File: src/rtl/uart_pkg.sv
`default_nettype none
// +--------------------------------------------------------------------------+
// | Module   : uart_pkg                                                      |
// | Purpose  : Shared UART definitions: frame state encoding, data width,    |
// |            default bit timing and a parity helper. Shared by the         |
// |            transmitter and the planned receiver.                         |
// | Ports    : none (package)                                                |
// | Revision : 1.0 - initial release                                         |
// +--------------------------------------------------------------------------+
package uart_pkg;

  localparam int UART_DATA_BITS            = 8;
  localparam int UART_DEFAULT_CLKS_PER_BIT = 434;

  localparam logic [2:0] UART_ST_IDLE   = 3'd0;
  localparam logic [2:0] UART_ST_START  = 3'd1;
  localparam logic [2:0] UART_ST_DATA   = 3'd2;
  localparam logic [2:0] UART_ST_PARITY = 3'd3;
  localparam logic [2:0] UART_ST_STOP   = 3'd4;

  typedef enum logic [2:0] {
    ST_IDLE   = UART_ST_IDLE,
    ST_START  = UART_ST_START,
    ST_DATA   = UART_ST_DATA,
    ST_PARITY = UART_ST_PARITY,
    ST_STOP   = UART_ST_STOP
  } uart_state_e;

  // Even parity: the parity bit makes the total number of ones even.
  function automatic logic uart_even_parity(input logic [UART_DATA_BITS-1:0] data);
    return ^data;
  endfunction

endpackage
`default_nettype wire

File: src/rtl/uart_baud_gen.sv
`default_nettype none
// +--------------------------------------------------------------------------+
// | Module   : uart_baud_gen                                                 |
// | Purpose  : Bit-period counter. Counts 0..CLKS_PER_BIT-1 and wraps;       |
// |            a synchronous clear restarts the period (used on state entry).|
// | Ports    : clk      - clock, rising edge                                 |
// |            rst      - asynchronous active-high reset                     |
// |            clear_i  - synchronous clear to 0                             |
// |            count_o  - current position within the bit period            |
// |            tick_o   - high on the last cycle of the bit period           |
// | Revision : 1.0 - initial release                                         |
// +--------------------------------------------------------------------------+
module uart_baud_gen #(
  parameter int CLKS_PER_BIT = 434,
  parameter int CNT_W        = 9
) (
  input  logic             clk,
  input  logic             rst,
  input  logic             clear_i,
  output logic [CNT_W-1:0] count_o,
  output logic             tick_o
);

  logic [CNT_W-1:0] count_q;

  assign tick_o  = (count_q == CNT_W'(CLKS_PER_BIT - 1));
  assign count_o = count_q;

  always_ff @(posedge clk or posedge rst) begin
    if (rst) begin
      count_q <= '0;
    end else if (clear_i || tick_o) begin
      count_q <= '0;
    end else begin
      count_q <= count_q + 1'b1;
    end
  end

endmodule
`default_nettype wire

File: src/rtl/uart_tx_serializer.sv
`default_nettype none
// +--------------------------------------------------------------------------+
// | Module   : uart_tx_serializer                                            |
// | Purpose  : UART transmitter. Detects rising edges of the transmit flag,  |
// |            holds one pending request and shifts the byte out as an 8N1  |
// |            frame (8E1 when UART_TX_PARITY_EN is defined), LSB first.     |
// | Macro    : UART_TX_PARITY_EN - adds an even-parity bit after the data.   |
// | Ports    : clk       - clock, rising edge                                |
// |            rst       - asynchronous active-high reset                    |
// |            tx_start  - transmit request level (edge triggered)           |
// |            tx_data   - byte to send, sampled when the frame is accepted  |
// |            tx        - serial line, idle high (registered)               |
// |            tx_busy   - high from first start-bit cycle to last stop cycle|
// |            tx_done   - one-cycle pulse on the last stop-bit cycle        |
// | Revision : 1.0 - initial release                                         |
// +--------------------------------------------------------------------------+
module uart_tx_serializer
  import uart_pkg::*;
#(
  parameter int CLKS_PER_BIT = UART_DEFAULT_CLKS_PER_BIT
) (
  input  logic                      clk,
  input  logic                      rst,
  input  logic                      tx_start,
  input  logic [UART_DATA_BITS-1:0] tx_data,
  output logic                      tx,
  output logic                      tx_busy,
  output logic                      tx_done
);

  localparam int CNT_W = (CLKS_PER_BIT > 1) ? $clog2(CLKS_PER_BIT) : 1;
  localparam int IDX_W = $clog2(UART_DATA_BITS);

  uart_state_e               state_q, state_d;
  logic                      tx_start_dly_q;
  logic                      pending_q, pending_d;
  logic [UART_DATA_BITS-1:0] shift_q, shift_d;
  logic [IDX_W-1:0]          bit_idx_q, bit_idx_d;
  logic                      tx_q, tx_d;
  logic                      busy_q, busy_d;
  logic                      done_q, done_d;
`ifdef UART_TX_PARITY_EN
  logic                      parity_q, parity_d;
`endif

  logic [CNT_W-1:0]          baud_cnt;
  logic                      baud_tick;
  logic                      baud_clear;
  logic                      start_edge;
  logic                      accept;

  // Bit timer; held at zero in IDLE and restarted whenever the state changes
  // so every state lasts exactly CLKS_PER_BIT cycles.
  uart_baud_gen #(
    .CLKS_PER_BIT (CLKS_PER_BIT),
    .CNT_W        (CNT_W)
  ) u_baud (
    .clk     (clk),
    .rst     (rst),
    .clear_i (baud_clear),
    .count_o (baud_cnt),
    .tick_o  (baud_tick)
  );

  assign baud_clear = (state_d != state_q) || (state_q == ST_IDLE);

  // The delayed copy resets low, so a level already high when reset is
  // released is seen as a fresh request.
  assign start_edge = tx_start & ~tx_start_dly_q;

  // One-deep request: extra edges while a request is pending are absorbed.
  assign pending_d = (pending_q & ~accept) | start_edge;

  // Next-state logic.
  always_comb begin
    state_d   = state_q;
    shift_d   = shift_q;
    bit_idx_d = bit_idx_q;
    accept    = 1'b0;
`ifdef UART_TX_PARITY_EN
    parity_d  = parity_q;
`endif
    case (state_q)
      ST_IDLE: begin
        if (pending_q) begin
          accept    = 1'b1;
          shift_d   = tx_data;
          bit_idx_d = '0;
`ifdef UART_TX_PARITY_EN
          parity_d  = uart_even_parity(tx_data);
`endif
          state_d   = ST_START;
        end
      end
      ST_START: begin
        if (baud_tick) begin
          state_d = ST_DATA;
        end
      end
      ST_DATA: begin
        if (baud_tick) begin
          shift_d   = shift_q >> 1;
          bit_idx_d = bit_idx_q + 1'b1;
          if (bit_idx_q == IDX_W'(UART_DATA_BITS - 1)) begin
`ifdef UART_TX_PARITY_EN
            state_d = ST_PARITY;
`else
            state_d = ST_STOP;
`endif
          end
        end
      end
`ifdef UART_TX_PARITY_EN
      ST_PARITY: begin
        if (baud_tick) begin
          state_d = ST_STOP;
        end
      end
`endif
      ST_STOP: begin
        if (baud_tick) begin
          state_d = ST_IDLE;
        end
      end
      default: begin
        state_d = ST_IDLE;
      end
    endcase
  end

  // Outputs are decoded from the next state and registered, so they change
  // together with the state register and have no path from the inputs.
  always_comb begin
    tx_d = 1'b1;
    case (state_d)
      ST_START:  tx_d = 1'b0;
      ST_DATA:   tx_d = shift_d[0];
`ifdef UART_TX_PARITY_EN
      ST_PARITY: tx_d = parity_d;
`endif
      default:   tx_d = 1'b1;
    endcase
    busy_d = (state_d != ST_IDLE);
    // The counter reaches CLKS_PER_BIT-1 on the cycle after CLKS_PER_BIT-2,
    // so registering this lines the pulse up with the last stop cycle.
    done_d = (state_q == ST_STOP) && (baud_cnt == CNT_W'(CLKS_PER_BIT - 2));
  end

  always_ff @(posedge clk or posedge rst) begin
    if (rst) begin
      state_q        <= ST_IDLE;
      tx_start_dly_q <= 1'b0;
      pending_q      <= 1'b0;
      shift_q        <= '0;
      bit_idx_q      <= '0;
      tx_q           <= 1'b1;
      busy_q         <= 1'b0;
      done_q         <= 1'b0;
`ifdef UART_TX_PARITY_EN
      parity_q       <= 1'b0;
`endif
    end else begin
      state_q        <= state_d;
      tx_start_dly_q <= tx_start;
      pending_q      <= pending_d;
      shift_q        <= shift_d;
      bit_idx_q      <= bit_idx_d;
      tx_q           <= tx_d;
      busy_q         <= busy_d;
      done_q         <= done_d;
`ifdef UART_TX_PARITY_EN
      parity_q       <= parity_d;
`endif
    end
  end

  assign tx      = tx_q;
  assign tx_busy = busy_q;
  assign tx_done = done_q;

endmodule
`default_nettype wire
File: config.mk
export PLATFORM = sky130hd
export DESIGN_NAME = uart_tx_serializer
export DESIGN_NICKNAME = d
export VERILOG_FILES = /design/src/rtl/uart_pkg.sv /design/src/rtl/uart_baud_gen.sv /design/src/rtl/uart_tx_serializer.sv
export SDC_FILE = /design/constraint.sdc
export NUM_CORES = 1
export LEC_CHECK = 0
export ABC_AREA = 1
export BUFFER_PORTS_ARGS = -buffer_cell sky130_fd_sc_hd__buf_2
export CAP_MARGIN = 25
export CORE_MARGIN = 2
export CORE_UTILIZATION = 60
export CTS_BUF_LIST = sky130_fd_sc_hd__clkbuf_4
export CTS_CLUSTER_DIAMETER = 50
export CTS_CLUSTER_SIZE = 8
export DETAILED_ROUTE_END_ITERATION = 8
export PLACE_DENSITY = 0.84
export SYNTH_ARGS = -nofsm -noshare
export SYNTH_HDL_FRONTEND = slang
export SYNTH_SLANG_ARGS = --single-unit
File: constraint.sdc
create_clock -name clk -period 3.3 [get_ports clk]
set_input_delay 0.165 -clock clk [delete_from_list [all_inputs] [get_ports clk]]
set_output_delay 0.165 -clock clk [all_outputs]
set_load 0.005 [all_outputs]
==> results of run 1 <==
## flip-flops by register name, summed over array words and instances (netlist names)
register	flops
state_q	3
shift_q	8
tx_busy	1
u_baud.count_o	9
tx	1
tx_start_dly_q	1
pending_q	1
bit_idx_q	3
tx_done	1
## logic make-up (layout without fill, tap and decap cells)
kind of cell / Yosys count / after routing / share of synthesized area
compound gates: 6 / 6 / 0.0326
xor+xnor: 7 / 7 / 0.0456
fa+ha+maj: 5 / 5 / 0.0465
buf+inv: 19 / 39 / 0.0530
flops: 28 / 28 / 0.522
simple gates: 85 / 85 / 0.300
## worst max-delay path by stage
stage                       from  slack, ns          to
3_5_place_dp   u_baud.count_o[1]       1.74  shift_q[5]
4_1_cts        u_baud.count_o[1]       1.68  shift_q[5]
6_report       u_baud.count_o[1]       1.70  shift_q[5]
5_1_grt        u_baud.count_o[1]       1.54  shift_q[5]
2_1_floorplan  u_baud.count_o[1]       1.96  shift_q[6]
3_3_place_gp   u_baud.count_o[1]       1.83  shift_q[6]
## final cells by class
cell class	count	share of cell area
tap	28	0.0229
sequential	28	0.458
clock inverter	1	0.0196
inverter	19	0.0465
multi-input combinational	103	0.373
clock buffer	3	0.0147
timing repair buffer	16	0.0653
## worst reg2reg max path, stage by stage (launching register included)
cell	delay, ns
dfrtp_1	0.42
inv_1	0.09
ha_1	0.16
nand2_1	0.09
nor2_2	0.18
nand3_2	0.18
nand2_2	0.14
inv_2	0.09
nand2_1	0.08
nand3_1	0.08
## power by group through the flow
stage	logic, uW	clock network, uW	registers (uW)
3_3_place_gp	17.9	0	358
2_1_floorplan	10.2	0	357
6_report	22.0	229	352
4_1_cts	19.7	229	352
3_5_place_dp	18.7	0	358
5_1_grt	25.3	243	352
## through the flow
step	util	instance area [um2]
3_3_place_gp	0.666	1450
2_1_floorplan	-	1350
3_5_place_dp	0.666	1450
5_1_grt	0.706	1530
6_report	0.706	1530
4_1_cts	0.695	1510
## layout by cell type, fill, tap and decap left out, drive strengths merged
cell type and instances:
bufinv 1, inv 19, o211ai 1, dfstp 1, nor3 2, a31oi 1
xnor2 1, dfrtp 27, clkbuf 3, nor2 22, nand2 41, xor2 6
o22ai 1, buf 14, nand4 3, o21ai 3, ha 5, nand3 17
dlygate4sd3 2
## what timing repair did
item,4_1_cts,5_1_grt
hold buffers,1,1
endpoints found under the setup margin,0,0
hold endpoints to repair,1,12
resized for setup,0,0
## metal layers
layer,track usage,share of wire,up-vias
met5,0,0,-
met3,0.0409,0.028,7
met1,0.273,0.44,485
met2,0.366,0.51,17
met4,0.101,0.024,0
li1,-,-,512
==> impl_metrics.prom, run 1 <==
# TYPE chip_impl_metric gauge
chip_impl_metric{name="synth_cells",unit=""} 150
chip_impl_metric{name="slowest_delay",unit="ns"} 0.42
chip_impl_metric{name="clock-sinks",unit=""} 28
chip_impl_metric{name="synth.yosys.seq_area_share",unit=""} 0.522
chip_impl_metric{name="final.period_utilization",unit=""} 0.485
chip_impl_metric{name="dieWidth",unit="um"} 51.3
chip_impl_metric{name="power_switching_share",unit=""} 0.200
chip_impl_metric{name="port-buffer-count",unit=""} 13
chip_impl_metric{name="initial_utilization",unit=""} 0.620
chip_impl_metric{name="floorplan.die_area",unit="um2"} 2640
chip_impl_info{name="outcome",value="finished, final reports clean"} 1
chip_impl_info{name="crit-reg2reg-capture",value="shift_q[5]"} 1
chip_impl_metric{name="core.rowCount",unit=""} 17
chip_impl_metric{name="yosys.area.top_type_share",unit=""} 0.502
chip_impl_metric{name="fin_worst_skew",unit="ns"} 0.0201
chip_impl_metric{name="design.core.area",unit="um2"} 2170
chip_impl_metric{name="hold_fails_final_rpt",unit=""} 0
chip_impl_metric{name="critical_path_arrival",unit="ns"} 1.85
chip_impl_metric{name="intPower",unit="uW"} 482
chip_impl_info{name="critPathKind",value="flip-flop to flip-flop"} 1
chip_impl_metric{name="grt_pass1_wl",unit="mm"} 4.13
chip_impl_info{name="post-synth-top-area-cell",value="dfrtp_1"} 1
chip_impl_metric{name="io_pins",unit=""} 14
chip_impl_info{name="postSynth.topFlopCell",value="dfrtp_1"} 1
chip_impl_info{name="grt_setup_unrepaired",value="false"} 1
chip_impl_metric{name="vias",unit=""} 1021
chip_impl_metric{name="critical_path_peak_fanout",unit=""} 9
chip_impl_metric{name="part_of_the_power_in_the_clock_network",unit=""} 0.380
chip_impl_info{name="critical-path-top-delay-family",value="simple AND/OR/NAND/NOR gates"} 1
chip_impl_metric{name="router_iterations_before_antenna_repair",unit=""} 4
chip_impl_metric{name="avgViaCountPerCell",unit=""} 5.16
chip_impl_info{name="slowest_stage",value="dfrtp_1"} 1
chip_impl_metric{name="synth_enable_flop_cells",unit=""} 0
chip_impl_metric{name="hold-path-cell-count",unit=""} 3
chip_impl_metric{name="drt-initial-drc-count",unit=""} 21
chip_impl_metric{name="groute.usage.overall",unit=""} 0.218
chip_impl_metric{name="worst-slew-pin-transition",unit="ns"} 0.548
chip_impl_metric{name="cp_bufs_invs",unit=""} 2
chip_impl_metric{name="syn_area_cell",unit="um2"} 8.97
chip_impl_metric{name="worst_setup_hold_path_clk_slew",unit="ns"} 0.16
chip_impl_info{name="netlist_top_cells_count",value="36 x nand2_1, 27 x dfrtp_1, 16 x nor2_1, 15 x inv_1, 15 x nand3_1"} 1
chip_impl_metric{name="peakVddDrop",unit="uV"} 432
chip_impl_info{name="clockRootBuffer",value="clkbuf_4"} 1
chip_impl_metric{name="area_delta_synth_final",unit="%"} 14.0
chip_impl_metric{name="multi_input_area",unit="um2"} 572
chip_impl_metric{name="netlist_area",unit="um2"} 1350
chip_impl_metric{name="worstRegToRegCells",unit=""} 9
chip_impl_metric{name="yosys.cell_types.count",unit=""} 23
chip_impl_metric{name="cts.htree.levels",unit=""} 1
chip_impl_metric{name="chipHeight",unit="um"} 51.3
chip_impl_metric{name="cp_data_required_time",unit="ns"} 3.55
chip_impl_metric{name="clock_buffer_count_from_cts",unit=""} 3
chip_impl_info{name="hold_path_class",value="input port to flip-flop"} 1
chip_impl_metric{name="totalNegativeSetupSlack",unit="ns"} 0
chip_impl_metric{name="grt_overflow_total",unit=""} 0
chip_impl_metric{name="routedWlPerCell",unit="um"} 12.6
chip_impl_metric{name="ys_async_rst_share",unit=""} 1.00
chip_impl_metric{name="finalCriticalPeriod",unit="ns"} 1.60
chip_impl_metric{name="worstSkewPairLatency",unit="ns"} 0.35
chip_impl_metric{name="place_congestion",unit=""} 0.824
chip_impl_info{name="synthTopCellsByArea",value="dfrtp_1 50%, nand2_1 10%, nand3_1 5.6%"} 1
chip_impl_metric{name="fin_ws",unit="ns"} 1.70
chip_impl_metric{name="timing.final.setup_violations",unit=""} 0
chip_impl_metric{name="antenna_cells_inserted",unit=""} 0
chip_impl_metric{name="regArea",unit="um2"} 702
chip_impl_metric{name="crit_cells",unit=""} 9
chip_impl_metric{name="netSwitchingPower",unit="uW"} 121
chip_impl_info{name="critPathCaptureType",value="flip-flop"} 1
chip_impl_metric{name="leakage",unit="uW"} 0.000774
chip_impl_metric{name="placed_cells_incl_taps",unit=""} 191
chip_impl_metric{name="timing.final.max_slew_violations",unit=""} 0
chip_impl_metric{name="first_global_vias",unit=""} 937
chip_impl_metric{name="power.share.sequential",unit=""} 0.583
chip_impl_metric{name="number_of_antenna_violations_at_the_first_check_in_global_routing",unit=""} 0
chip_impl_metric{name="synth.net_count",unit=""} 166
chip_impl_metric{name="power_density",unit="nW/um2"} 393
chip_impl_metric{name="maxCapViolations",unit=""} 0
chip_impl_info{name="crit_top_cell",value="nand2_1"} 1
chip_impl_metric{name="preCtsSetupSlack",unit="ns"} 1.74
chip_impl_metric{name="hpwl",unit="mm"} 1.73
chip_impl_info{name="cts_tree",value="built"} 1
chip_impl_info{name="worstHoldEndpoint",value="shift_q[7]"} 1
chip_impl_metric{name="finalNonFillerCells",unit=""} 198
chip_impl_metric{name="layout-drive-gt1-share",unit=""} 0.229
chip_impl_metric{name="yosys_warnings",unit=""} 0
chip_impl_metric{name="finalPower",unit="uW"} 603
chip_impl_metric{name="rrSetupSlack",unit="ns"} 1.70
chip_impl_metric{name="nFillCells",unit=""} 170
chip_impl_metric{name="total_drc_errors_in_the_routed_layout",unit=""} 0
chip_impl_info{name="worst_r2r_startpoint",value="u_baud.count_o[1]"} 1
chip_impl_metric{name="clock_tree.buffer_depth",unit=""} 2
chip_impl_info{name="hp-start",value="tx_data[7]"} 1
chip_impl_info{name="crit_chain",value="inv_1 > ha_1 > nand2_1 > nor2_2 > nand3_2 > nand2_2 > inv_2 > nand2_1 > nand3_1"} 1
chip_impl_metric{name="slew-limit-headroom",unit=""} 0.634
chip_impl_metric{name="holdWs",unit="ns"} 0.0125
chip_impl_metric{name="final_antenna_net_count",unit=""} 0
chip_impl_metric{name="postCtsSetupRepairBufs",unit=""} 0
chip_impl_metric{name="drt_wl_total",unit="mm"} 2.50
chip_impl_metric{name="fmax",unit="MHz"} 625
chip_impl_metric{name="grt_max_degree",unit=""} 29
chip_impl_metric{name="yosys_register_bits",unit=""} 28
chip_impl_metric{name="finish.net_count",unit=""} 187
chip_impl_info{name="category_of_the_worst_setup_path_launch_point",value="flip-flop"} 1
chip_impl_info{name="post-synth-top-count-cell",value="nand2_1"} 1
chip_impl_metric{name="share_comb_of_total_power",unit=""} 0.036
No activity file was read; power rests on OpenSTA's default activity.
==> inputs of run 2 (changes only) <==
--- a/config.mk
+++ b/config.mk
@@ -5,7 +5,7 @@
 export SDC_FILE = /design/constraint.sdc
 export NUM_CORES = 1
 export LEC_CHECK = 0
-export ABC_AREA = 1
+export ABC_AREA = 0
 export BUFFER_PORTS_ARGS = -buffer_cell sky130_fd_sc_hd__buf_2
 export CAP_MARGIN = 25
 export CORE_MARGIN = 2
==> constraint.sdc (replaced) <==
create_clock -name clk -period 1.53 [get_ports clk]
set_input_delay 0.0765 -clock clk [delete_from_list [all_inputs] [get_ports clk]]
set_output_delay 0.0765 -clock clk [all_outputs]
set_load 0.005 [all_outputs]
==> impl_metrics.prom, run 2 <==
# TYPE chip_impl_metric gauge
chip_impl_metric{name="cts.htree.levels",unit=""} 1
chip_impl_metric{name="synth_compound_area_frac",unit=""} 0.142
chip_impl_info{name="slowest_stage",value="dfrtp_1"} 1
chip_impl_metric{name="slew-limit-headroom",unit=""} 0.753
chip_impl_info{name="outcome",value="finished, violations left"} 1
chip_impl_metric{name="area_delta_synth_final",unit="%"} 25.6
chip_impl_metric{name="critical_path_arrival",unit="ns"} 1.96
chip_impl_info{name="critical-path-top-delay-family",value="simple AND/OR/NAND/NOR gates"} 1
chip_impl_metric{name="fmax",unit="MHz"} 597
chip_impl_metric{name="vias",unit=""} 1096
chip_impl_metric{name="power_density",unit="nW/um2"} 750
chip_impl_metric{name="layout-drive-gt1-share",unit=""} 0.370
chip_impl_metric{name="grt_max_degree",unit=""} 29
chip_impl_info{name="layout_commonest_cell",value="dfrtp_1"} 1
chip_impl_metric{name="number_of_antenna_violations_at_the_first_check_in_global_routing",unit=""} 0
chip_impl_metric{name="yosys.area_share.simple",unit=""} 0.189
chip_impl_metric{name="cp_bufs_invs",unit=""} 2
chip_impl_metric{name="port-buffer-count",unit=""} 13
chip_impl_metric{name="worstSkewPairLatency",unit="ns"} 0.34
chip_impl_metric{name="dieWidth",unit="um"} 52.0
chip_impl_metric{name="drt-initial-drc-count",unit=""} 47
chip_impl_metric{name="synth_enable_flop_cells",unit=""} 0
chip_impl_metric{name="finalCriticalPeriod",unit="ns"} 1.67
chip_impl_metric{name="slowest_delay",unit="ns"} 0.42
chip_impl_metric{name="netlist_area",unit="um2"} 1380
chip_impl_metric{name="clock_buffer_count_from_cts",unit=""} 3
chip_impl_metric{name="finish.net_count",unit=""} 179
chip_impl_metric{name="grt_overflow_total",unit=""} 0
chip_impl_metric{name="wl_met1",unit="mm"} 1.36
chip_impl_metric{name="yosys.area_share.adder",unit=""} 0.0452
chip_impl_metric{name="router_iterations_before_antenna_repair",unit=""} 4
chip_impl_metric{name="routedWlPerCell",unit="um"} 16.7
chip_impl_metric{name="clock-sinks",unit=""} 28
chip_impl_metric{name="groute.usage.overall",unit=""} 0.253
chip_impl_info{name="hold_path_class",value="input port to flip-flop"} 1
chip_impl_metric{name="met2WireLength",unit="mm"} 1.58
chip_impl_metric{name="layout.cell_area.non_filler",unit="um2"} 1740
chip_impl_metric{name="ys_async_rst_share",unit=""} 1.00
chip_impl_info{name="grt_setup_unrepaired",value="true"} 1
chip_impl_metric{name="number_of_flip_flops_under_the_largest_register_name",unit=""} 9
chip_impl_metric{name="synth_cells",unit=""} 125
chip_impl_metric{name="timing.final.max_slew_violations",unit=""} 0
chip_impl_metric{name="clock_tree.buffer_depth",unit=""} 2
chip_impl_metric{name="preCtsSetupSlack",unit="ns"} -0.0550
chip_impl_metric{name="maxCapViolations",unit=""} 0
chip_impl_metric{name="multi_input_area",unit="um2"} 643
chip_impl_metric{name="nFillCells",unit=""} 130
chip_impl_metric{name="leakage",unit="uW"} 0.000848
chip_impl_metric{name="yosys.area.top_type_share",unit=""} 0.488
chip_impl_metric{name="design.core.area",unit="um2"} 2190
chip_impl_metric{name="peakVddDrop",unit="uV"} 546
chip_impl_metric{name="io_pins",unit=""} 14
chip_impl_metric{name="floorplan.die_area",unit="um2"} 2710
chip_impl_info{name="critPathKind",value="flip-flop to flip-flop"} 1
chip_impl_info{name="post-synth-top-count-cell",value="dfrtp_1"} 1
chip_impl_metric{name="worst_setup_hold_path_clk_slew",unit="ns"} 0.15
chip_impl_metric{name="hold_fails_final_rpt",unit=""} 0
chip_impl_metric{name="timing.final.setup_violations",unit=""} 24
chip_impl_metric{name="fin_worst_skew",unit="ns"} 0.00213
chip_impl_info{name="synthTopCellsByArea",value="dfrtp_1 49%, ha_1 4.5%, a22o_1 3.8%"} 1
chip_impl_metric{name="routed-wl-met3",unit="um"} 141
chip_impl_info{name="critPathCaptureType",value="flip-flop"} 1
chip_impl_metric{name="totalNegativeSetupSlack",unit="ns"} -1.42
chip_impl_metric{name="final.period_utilization",unit=""} 1.09
chip_impl_metric{name="final_antenna_net_count",unit=""} 0
chip_impl_info{name="category_of_the_worst_setup_path_launch_point",value="flip-flop"} 1
chip_impl_metric{name="synth.net_count",unit=""} 141
chip_impl_info{name="crit_chain",value="inv_2 > ha_2 > nor4bb_4 > buf_4 > nand3_2 > or3_1 > a21oi_2"} 1
chip_impl_metric{name="avgViaCountPerCell",unit=""} 5.77
chip_impl_info{name="cts_tree",value="built"} 1
chip_impl_info{name="topRoutingLayerUsed",value="met4"} 1
chip_impl_metric{name="finalPower",unit="uW"} 1300
chip_impl_info{name="violations",value="negative setup slack"} 1
chip_impl_metric{name="yosys.cell_types.count",unit=""} 41
chip_impl_metric{name="post_synth_mux_area_share",unit=""} 0.00814
chip_impl_info{name="synth_top_family_by_area",value="simple AND/OR/NAND/NOR gates"} 1
chip_impl_metric{name="grt_pass1_wl",unit="mm"} 4.86
chip_impl_metric{name="initial_utilization",unit=""} 0.632
chip_impl_metric{name="post_synth_xor_area_fraction",unit=""} 0.0506
chip_impl_metric{name="fin_ws",unit="ns"} -0.145
chip_impl_metric{name="detailed_place.area",unit="um2"} 1580
chip_impl_metric{name="syn_area_cell",unit="um2"} 11.1
chip_impl_info{name="clockRootBuffer",value="clkbuf_4"} 1
chip_impl_metric{name="total_drc_errors_in_the_routed_layout",unit=""} 0
chip_impl_info{name="post-synth-top-area-cell",value="dfrtp_1"} 1
chip_impl_metric{name="worst-slew-pin-transition",unit="ns"} 0.370
chip_impl_metric{name="cp_data_required_time",unit="ns"} 1.81
chip_impl_metric{name="synth.yosys.seq_area_share",unit=""} 0.507
chip_impl_metric{name="first_global_vias",unit=""} 1090
chip_impl_info{name="netlist_top_cells_count",value="27 x dfrtp_1, 12 x nand2_1, 11 x nor2_1, 7 x inv_1"} 1
chip_impl_metric{name="antenna_cells_inserted",unit=""} 0
chip_impl_metric{name="drt_wl_total",unit="mm"} 3.16
chip_impl_metric{name="chipHeight",unit="um"} 52.0
chip_impl_info{name="postSynth.topFlopCell",value="dfrtp_1"} 1
chip_impl_metric{name="regArea",unit="um2"} 702
chip_impl_metric{name="core.rowCount",unit=""} 17
chip_impl_info{name="mostFrequentLayoutCells",value="27 x dfrtp_1, 20 x buf_4, 13 x buf_2"} 1
chip_impl_metric{name="hpwl",unit="mm"} 1.89
chip_impl_metric{name="critical_path_peak_fanout",unit=""} 3
chip_impl_metric{name="yosys_register_bits",unit=""} 28
chip_impl_metric{name="place_congestion",unit=""} 0.814
chip_impl_metric{name="yosys_warnings",unit=""} 0
chip_impl_metric{name="final_util",unit=""} 0.793
## run 2: worst register-to-register path, cell delays in order, from the launching register on
cell,delay (ns)
dfrtp_1,0.42
inv_2,0.07
ha_2,0.17
nor4bb_4,0.24
buf_4,0.18
nand3_2,0.07
or3_1,0.34
a21oi_2,0.14
## run 2: metal layers
metal,track usage,vias to the layer above
li1,-,503
met2,0.426,43
met4,0.132,0
met3,0.0402,10
met5,0,-
met1,0.310,540
## run 2: layout make-up
| type | instances | share of cell area |
|---|---|---|
| sequential | 28 | 0.404 |
| multi-input combinational | 84 | 0.370 |
| timing repair buffer | 39 | 0.161 |
| tap | 28 | 0.0202 |
| clock inverter | 1 | 0.0173 |
| inverter | 7 | 0.0151 |
| clock buffer | 3 | 0.0130 |
## run 2: kinds of logic after synthesis
family	count (synthesis)
muxes	1
AOI/OAI and AO/OA	25
buffers and inverters	13
adders and majority gates	5
xor gates and xnor gates	8
DFF	28
and+or+nand+nor	45
## run 2: repair_timing
action	in CTS	in global routing
gates resized for setup	4	13
hold buffers	3	0
cloned	0	0
pin swaps	3	2
endpoints found under the hold margin	30	0
buffers inserted	1	3
endpoints found under the setup margin	11	24
## run 2: stage by stage
stage	std cells	hold slack [ns]
floorplan	125	0.108
global placement	179	0.149
detailed placement	179	0.158
CTS	187	0.00362
global route	190	0.0118
finish	190	0.00841
## run 2: path summary, 6_finish.rpt
kind                                   start          to  slack [ns]  cells after the start
setup / recovery           u_baud.count_o[1]  state_q[2]       -0.14                      7
hold / removal                    tx_data[0]  shift_q[0]       0.008                      3
setup reg to reg           u_baud.count_o[1]  state_q[2]       -0.14                      7
hold reg to reg               tx_start_dly_q   pending_q        0.44                      1
max in group asynchronous                rst          tx        0.91                      4
min in group asynchronous                rst  shift_q[4]        0.31                      4
## run 2: report_power, final
part           internal (uW)  switching [uW]  total (uW)
combinational           22.9            24.4        47.3
sequential               752            7.63         760
clock                    265             230         495
total                   1040             262        1300
